## config.mk

```make
export PLATFORM = sky130hd
export DESIGN_NAME = sqrt_root_verify
export DESIGN_NICKNAME = d
export VERILOG_FILES = /design/src/rtl/sqrt_pkg.sv /design/src/rtl/sqrt_shift_add_sq.sv /design/src/rtl/sqrt_root_verify.sv
export SDC_FILE = /design/constraint.sdc
export NUM_CORES = 1
export LEC_CHECK = 0
export ABC_AREA = 1
export BUFFER_PORTS_ARGS = -buffer_cell sky130_fd_sc_hd__buf_2
export CAP_MARGIN = 20
export CORE_MARGIN = 2
export CORE_UTILIZATION = 66
export DETAILED_ROUTE_END_ITERATION = 8
export GPL_TIMING_DRIVEN = 0
export PLACE_DENSITY = 0.92
export SLEW_MARGIN = 40
export SYNTH_ARGS = -nofsm -noshare
export SYNTH_HDL_FRONTEND = slang
export SYNTH_SLANG_ARGS = --single-unit
```

## constraint.sdc

```tcl
create_clock -name clk -period 8.1 [get_ports clk]
set_input_delay 1.62 -clock clk [delete_from_list [all_inputs] [get_ports clk]]
set_output_delay 1.62 -clock clk [all_outputs]
set_load 0.02 [all_outputs]
```

## src/rtl/sqrt_pkg.sv

```systemverilog
// rtl/sqrt_pkg.sv - shared defaults, state encoding and compare codes for the root verifier
package sqrt_pkg;

    localparam int RAD_W_DEF  = 20;
    localparam int ROOT_W_DEF = 11;

    typedef enum logic [1:0] {
        IDLE = 2'd0,
        MUL  = 2'd1,
        CMP  = 2'd2,
        DONE = 2'd3
    } state_t;

    // one-hot {lt, eq, gt}
    localparam logic [2:0] CMP_LT = 3'b100;
    localparam logic [2:0] CMP_EQ = 3'b010;
    localparam logic [2:0] CMP_GT = 3'b001;

endpackage

```

## src/rtl/sqrt_shift_add_sq.sv

```systemverilog
// rtl/sqrt_shift_add_sq.sv - sequential shift-add squarer datapath, one multiplier bit per cycle
// Ports: clk, rst (sync, active-high); load captures root and clears acc/count;
// step performs one LSB-first iteration; mcand holds the captured root;
// acc is the running square; last flags the final iteration.
// Macro SQRT_VERIFY_EARLY_EXIT_EN: last asserts once the shifted multiplier is zero.
module sqrt_shift_add_sq
    import sqrt_pkg::*;
#(
    parameter int ROOT_W = ROOT_W_DEF
) (
    input  logic                  clk,
    input  logic                  rst,
    input  logic                  load,
    input  logic                  step,
    input  logic [ROOT_W-1:0]     root,
    output logic [ROOT_W-1:0]     mcand,
    output logic [2*ROOT_W-1:0]   acc,
    output logic                  last
);

    localparam int SQ_W  = 2 * ROOT_W;
    localparam int CNT_W = $clog2(ROOT_W) + 1;

    logic [ROOT_W-1:0] mplier;
    logic [CNT_W-1:0]  count;
    logic [SQ_W-1:0]   partial;

    // widen before shifting so the top partial product is never truncated
    assign partial = {{ROOT_W{1'b0}}, mcand} << count;

    always_ff @(posedge clk) begin
        if (rst) begin
            mcand  <= '0;
            mplier <= '0;
            acc    <= '0;
            count  <= '0;
        end else if (load) begin
            mcand  <= root;
            mplier <= root;
            acc    <= '0;
            count  <= '0;
        end else if (step) begin
            if (mplier[0]) begin
                acc <= acc + partial;
            end
            mplier <= mplier >> 1;
            count  <= count + CNT_W'(1);
        end
    end

`ifdef SQRT_VERIFY_EARLY_EXIT_EN
    // no set bits remain above bit 0, so this iteration is the final one
    assign last = (mplier[ROOT_W-1:1] == '0);
`else
    assign last = (count == CNT_W'(ROOT_W - 1));
`endif

endmodule

```

## src/rtl/sqrt_root_verify.sv

```systemverilog
// rtl/sqrt_root_verify.sv - squares a candidate root and checks it is the floor square root of the radicand
// Ports: clk, rst (sync, active-high); start/root/radicand request a check (sampled in IDLE);
// busy high outside IDLE; done one-cycle pulse; square = root*root;
// sq_lt/sq_eq/sq_gt one-hot compare of square vs radicand; is_floor = square <= radicand < (root+1)^2.
// Results hold after done until the next accepted start.
// Macro SQRT_VERIFY_EARLY_EXIT_EN: multiply ends once remaining multiplier bits are zero.
module sqrt_root_verify
    import sqrt_pkg::*;
#(
    parameter int RAD_W  = RAD_W_DEF,
    parameter int ROOT_W = ROOT_W_DEF
) (
    input  logic                  clk,
    input  logic                  rst,
    input  logic                  start,
    input  logic [ROOT_W-1:0]     root,
    input  logic [RAD_W-1:0]      radicand,
    output logic                  busy,
    output logic                  done,
    output logic [2*ROOT_W-1:0]   square,
    output logic                  sq_lt,
    output logic                  sq_eq,
    output logic                  sq_gt,
    output logic                  is_floor
);

    localparam int SQ_W  = 2 * ROOT_W;
    localparam int EXT_W = SQ_W + 1;

    state_t            state;
    state_t            state_nxt;
    logic              load;
    logic              step;
    logic              mul_last;
    logic [ROOT_W-1:0] mcand;
    logic [SQ_W-1:0]   acc;
    logic [RAD_W-1:0]  rad_q;

    logic [EXT_W-1:0]  acc_x;
    logic [EXT_W-1:0]  rad_x;
    logic [EXT_W-1:0]  next_x;
    logic [2:0]        cmp_code;
    logic              floor_ok;

    sqrt_shift_add_sq #(
        .ROOT_W (ROOT_W)
    ) u_sq (
        .clk   (clk),
        .rst   (rst),
        .load  (load),
        .step  (step),
        .root  (root),
        .mcand (mcand),
        .acc   (acc),
        .last  (mul_last)
    );

    always_ff @(posedge clk) begin
        if (rst) begin
            state <= IDLE;
        end else begin
            state <= state_nxt;
        end
    end

    always_comb begin
        state_nxt = state;
        case (state)
            IDLE:    if (start)    state_nxt = MUL;
            MUL:     if (mul_last) state_nxt = CMP;
            CMP:     state_nxt = DONE;
            DONE:    state_nxt = IDLE;
            default: state_nxt = IDLE;
        endcase
    end

    always_comb begin
        busy = (state != IDLE);
        done = (state == DONE);
        load = (state == IDLE) && start;
        step = (state == MUL);
    end

    always_ff @(posedge clk) begin
        if (rst) begin
            rad_q <= '0;
        end else if (load) begin
            rad_q <= radicand;
        end
    end

    // one spare bit so (root+1)^2 = acc + 2*root + 1 cannot wrap
    always_comb begin
        acc_x  = EXT_W'(acc);
        rad_x  = EXT_W'(rad_q);
        next_x = acc_x + (EXT_W'(mcand) << 1) + EXT_W'(1);
        if (acc_x < rad_x) begin
            cmp_code = CMP_LT;
        end else if (acc_x == rad_x) begin
            cmp_code = CMP_EQ;
        end else begin
            cmp_code = CMP_GT;
        end
        floor_ok = (acc_x <= rad_x) && (next_x > rad_x);
    end

    always_ff @(posedge clk) begin
        if (rst || load) begin
            square   <= '0;
            sq_lt    <= 1'b0;
            sq_eq    <= 1'b0;
            sq_gt    <= 1'b0;
            is_floor <= 1'b0;
        end else if (state == CMP) begin
            square                <= acc;
            {sq_lt, sq_eq, sq_gt} <= cmp_code;
            is_floor              <= floor_ok;
        end
    end

endmodule

```

==> results by group <==
Run status
  – Outcome: finished, final reports clean

Floorplan
  – Total I/O pin count: between 60 and 70
  – Area of the die: approximately 11000 sq um
  – Effective utilization at floorplan: between 60% and 70%
  – Horizontal die dimension: about 110 um
  – Die outline height: approximately 110 um
  – Placeable Area: slightly above 10000 sq um
  – Rows: 37

Min path
  – Type of the most critical hold path: register to register

STA
  – Least-Margin Pin Slew: 0.7260 ns
  – Aggregate negative setup slack: 0 ns
  – Final hold viol count: 0
  – Post-route clock period utilization: between 40% and 50%
  – Worst rel slew slack: approximately 52%
  – RSZ-0062 raised after global routing: no
  – Worst hold slack: around 0.47 ns
  – Clock period minus worst slack: 3.628 ns
  – PnR worst setup slack: around 4.5 ns
  – Total count of max-transition violations in the final report: 0
  – Worst clock skew: ~0.016 ns
  – Maximum clock frequency: around 0.28 GHz
  – Number of setup violations in the final report: 0

Flow run
  – Maxcap violations: 0

Synthesis
  – Proportion of synthesized area in mux cells: 0%
  – Sequential share of the synthesized area: ~28%
  – Average cell area after synthesis: around 6.7 sq um
  – XOR/XNOR Fraction of Synth Area: roughly 3.8%
  – Number of standard cells after synthesis: 1048
  – Compound-cell area share of the yosys netlist: between 20% and 30%
  – Number of enable-type register cells in the synthesized netlist: 0
  – Post-synthesis instance area: roughly 7000 sq um
  – Synth warnings: 0
  – Post-synthesis register bit count: 97
  – Post-synthesis net count: ~1200
  – Largest family of logic cells by synthesized area: simple AND/OR/NAND/NOR gates
  – Share of flip-flops with an asynchronous set or reset after synthesis: 0%
  – Flip-flop cell with the highest count after synthesis: dfxtp_1
  – Post-synthesis adder-cell area fraction: ~15%
  – Number of distinct library cells after synthesis: between 40 and 50
  – Simple-gate portion of the synthesized area: 23.59%

Worst setup path
  – Critical path destination: is_floor
  – Reg2Reg Launch Point: u_sq.acc[0]
  – Critical Path Fanout Max: 5
  – Req. time, crit path: ~8.4 ns
  – Cell count of the worst reg-to-reg path: 25
  – Arrival time at the worst endpoint: just under 4 ns
  – Worst reg2reg path endpoint: is_floor
  – Critical path startpoint: u_sq.acc[0]
  – Flop-to-flop setup slack: about 4.5 ns
  – Critical path endpoint category: register
  – Worst Setup Path Type: register to register
  – Startpoint Class: register

Final layout
  – Final core utilization: about three quarters
  – Fill cell count: 836
  – Area taken by flip-flops and latches: 1942 sq um
  – Final #Nets: roughly 1200
  – Area taken by multi-input logic gates: about 4400 sq um
  – Growth of design area from synthesis to finish: 9.973%
  – Most frequent cells in the layout: nand2_1, inv_1, a21oi_1, dfxtp_1, o21ai_0
  – Count of antenna diodes in the layout: 0
  – Layout cells sized above 1: about 8.7%
  – Leading cell type in the layout, fill and taps excluded: nand2_1

Global route
  – Tot GR Track Use: between 30 and 40%
  – Antenna violations before repair: 0
  – Via count of the first global-routing pass: a little under 7000
  – Wire length of the first global-routing pass: roughly 33 mm
  – Largest net degree at the start of global routing: 20
  – Total grt overflow: 0

Placement
  – Count of input and output buffers: 61
  – GP Congestion: between 0.9 and 1
  – Worst setup slack before clock tree synthesis: around 4.6 ns
  – Sum of net half-perimeters after detailed placement: ~16 mm

Pwr
  – Total power per unit cell area: between 200 and 250 nW/um^2
  – Proportion of total power due to net switching: about 46%
  – Largest voltage drop on the vdd net: between 0.1 and 0.15 mV
  – Leakage power: 3.833 nW
  – Sequential share of power: between 30% and 40%
  – Clock network fraction of design power: between 10% and 20%
  – Part of the power in combinational logic: 46.7%
  – Design internal power: between 1 and 1.5 mW
  – Net switching power figure: 0.8477 mW

Route
  – Count of antenna-violating nets left after detailed routing: 0
  – Count of vias placed by the detailed router: between 7000 and 8000
  – Routed wirelength normalized by instance count: 16.15 um
  – Avg Vias per Cell: just under 6
  – Number of iterations in the first detailed-routing pass: 5
  – Final wirelength: between 20 and 25 mm
  – Count of routing violations after the opening detailed-route iteration: roughly 560
  – Remaining DRCs: 0

Clocking
  – Clock tree from TritonCTS: built
  – Number of instances resized during post-cts repair: 0
  – Deepest clock path buffer count: 2
  – Post-CTS repair timing setup buffer count: 0
  – Number of levels the H-tree was split into: 3
  – Clock buffers created by TritonCTS: 9
  – Clock slew seen by the registers of the worst setup and hold paths: approximately 0.11 ns
  – Latest clock arrival within the worst-skew pair: slightly below 0.4 ns
  – Clock root buffer: clkbuf_8
  – Post-CTS Hold Buffers: 0
  – Clock sink count: just under 100
worst max-delay path, stage by stage, from the launching register on:
cell and delay (ns):
dfxtp_1 0.53, inv_1 0.19, fa_1 0.45, inv_1 0.07, nand2_1 0.04, nand2_1 0.06
a21oi_1 0.10, o21ai_0 0.27, a21boi_1 0.16, o21ai_0 0.24, xor2_1 0.21, ha_1 0.27
nand2_1 0.07, inv_1 0.05, nand2_1 0.06, nand2_1 0.05, a21oi_1 0.12, nand2_1 0.06
nand2_1 0.06, nand2_1 0.05, nand2_1 0.06, nand2_1 0.05, nand2_1 0.06, nand3_1 0.09
nand2_1 0.09, a21oi_2 0.05
Yosys cell counts (all sizes together) (4+ instances only):
cell type,n,area [sq um]
nand2,238,910.9
xnor2,10,87.58
xor2,20,175.2
a31oi,6,37.54
clkbuf,34,127.6
dfxtp,97,1942
a21oi,118,601.8
o21ai,111,559.3
o22ai,18,112.6
nor3,13,81.33
nand4,13,81.33
nor2,89,339.1
o21a,4,30.03
inv,129,484.2
o211ai,4,30.03
ha,79,988.5
nand3,37,185.2
sequential cells by signal (all words and copies together) (netlist names):
name,flops
sq_gt,1
sq_lt,1
sq_eq,1
u_sq.mcand,11
u_sq.mplier,11
rad_q,20
u_sq.acc,22
state,2
square,22
is_floor,1
u_sq.count,5
cell type report:
| cell class | instances | share of cell area, % |
|---|---|---|
| Multi-Input combinational cell | 784 | 57.48 |
| Sequential cell | 97 | 25.22 |
| Inverter | 130 | 6.338 |
| Timing Repair Buffer | 61 | 3.966 |
| Tap cell | 136 | 2.210 |
| Buffer | 37 | 1.885 |
| Clock buffer | 9 | 1.609 |
| Clock inverter | 7 | 1.284 |
worst min-delay path by stage:
stage                    startpoint         endpoint  slack (ns)  cells after the start
CTS                      square[15]       square[15]        0.47                      2
global route             square[15]       square[15]        0.49                      2
detailed placement       square[15]       square[15]        0.45                      2
floorplan           u_sq.mplier[10]  u_sq.mplier[10]        0.44                      2
finish                   square[11]       square[11]        0.47                      2
global placement         square[15]       square[15]        0.45                      2
cells by family (layout without fill, tap and decap cells):
group	Yosys count	in the layout
AO/OA/AOI/OAI	275	275
XOR/XNOR	30	30
adder cells (fa/ha/maj)	81	81
buffers and inverters	167	244
flip-flops	97	97
AND/OR/NAND/NOR	398	398
metrics by stage:
| stage | cell area, sq um | std cells | power, mW |
|---|---|---|---|
| floorplan | 7000 | 1048 | 1.242 |
| detailed placement | 7476 | 1245 | 1.472 |
| CTS | 7699 | 1261 | 1.822 |
| global placement | 7476 | 1245 | 1.442 |
| finish | 7699 | 1261 | 1.848 |
| global route | 7699 | 1261 | 1.984 |
routing by layer:
metal / wire length (um) / up-vias / global-route usage [%]
li1: - / 3635 / -
met1: 8689 / 3313 / 49.13
met2: 9088 / 336 / 59.10
met3: 1944 / 53 / 5.228
met4: 648 / 0 / 14.66
met5: 0 / - / 0
power by group through the flow:
stage                     clock (mW)  combinational, mW  sequential, mW
after detailed placement           0              0.830           0.642
after global routing           0.368              0.972           0.644
after floorplan                    0              0.624           0.617
after global placement             0              0.803           0.640
after CTS                      0.348              0.842           0.631
final                          0.350              0.862           0.636
Note: power is estimated with default switching activity, not from simulation.
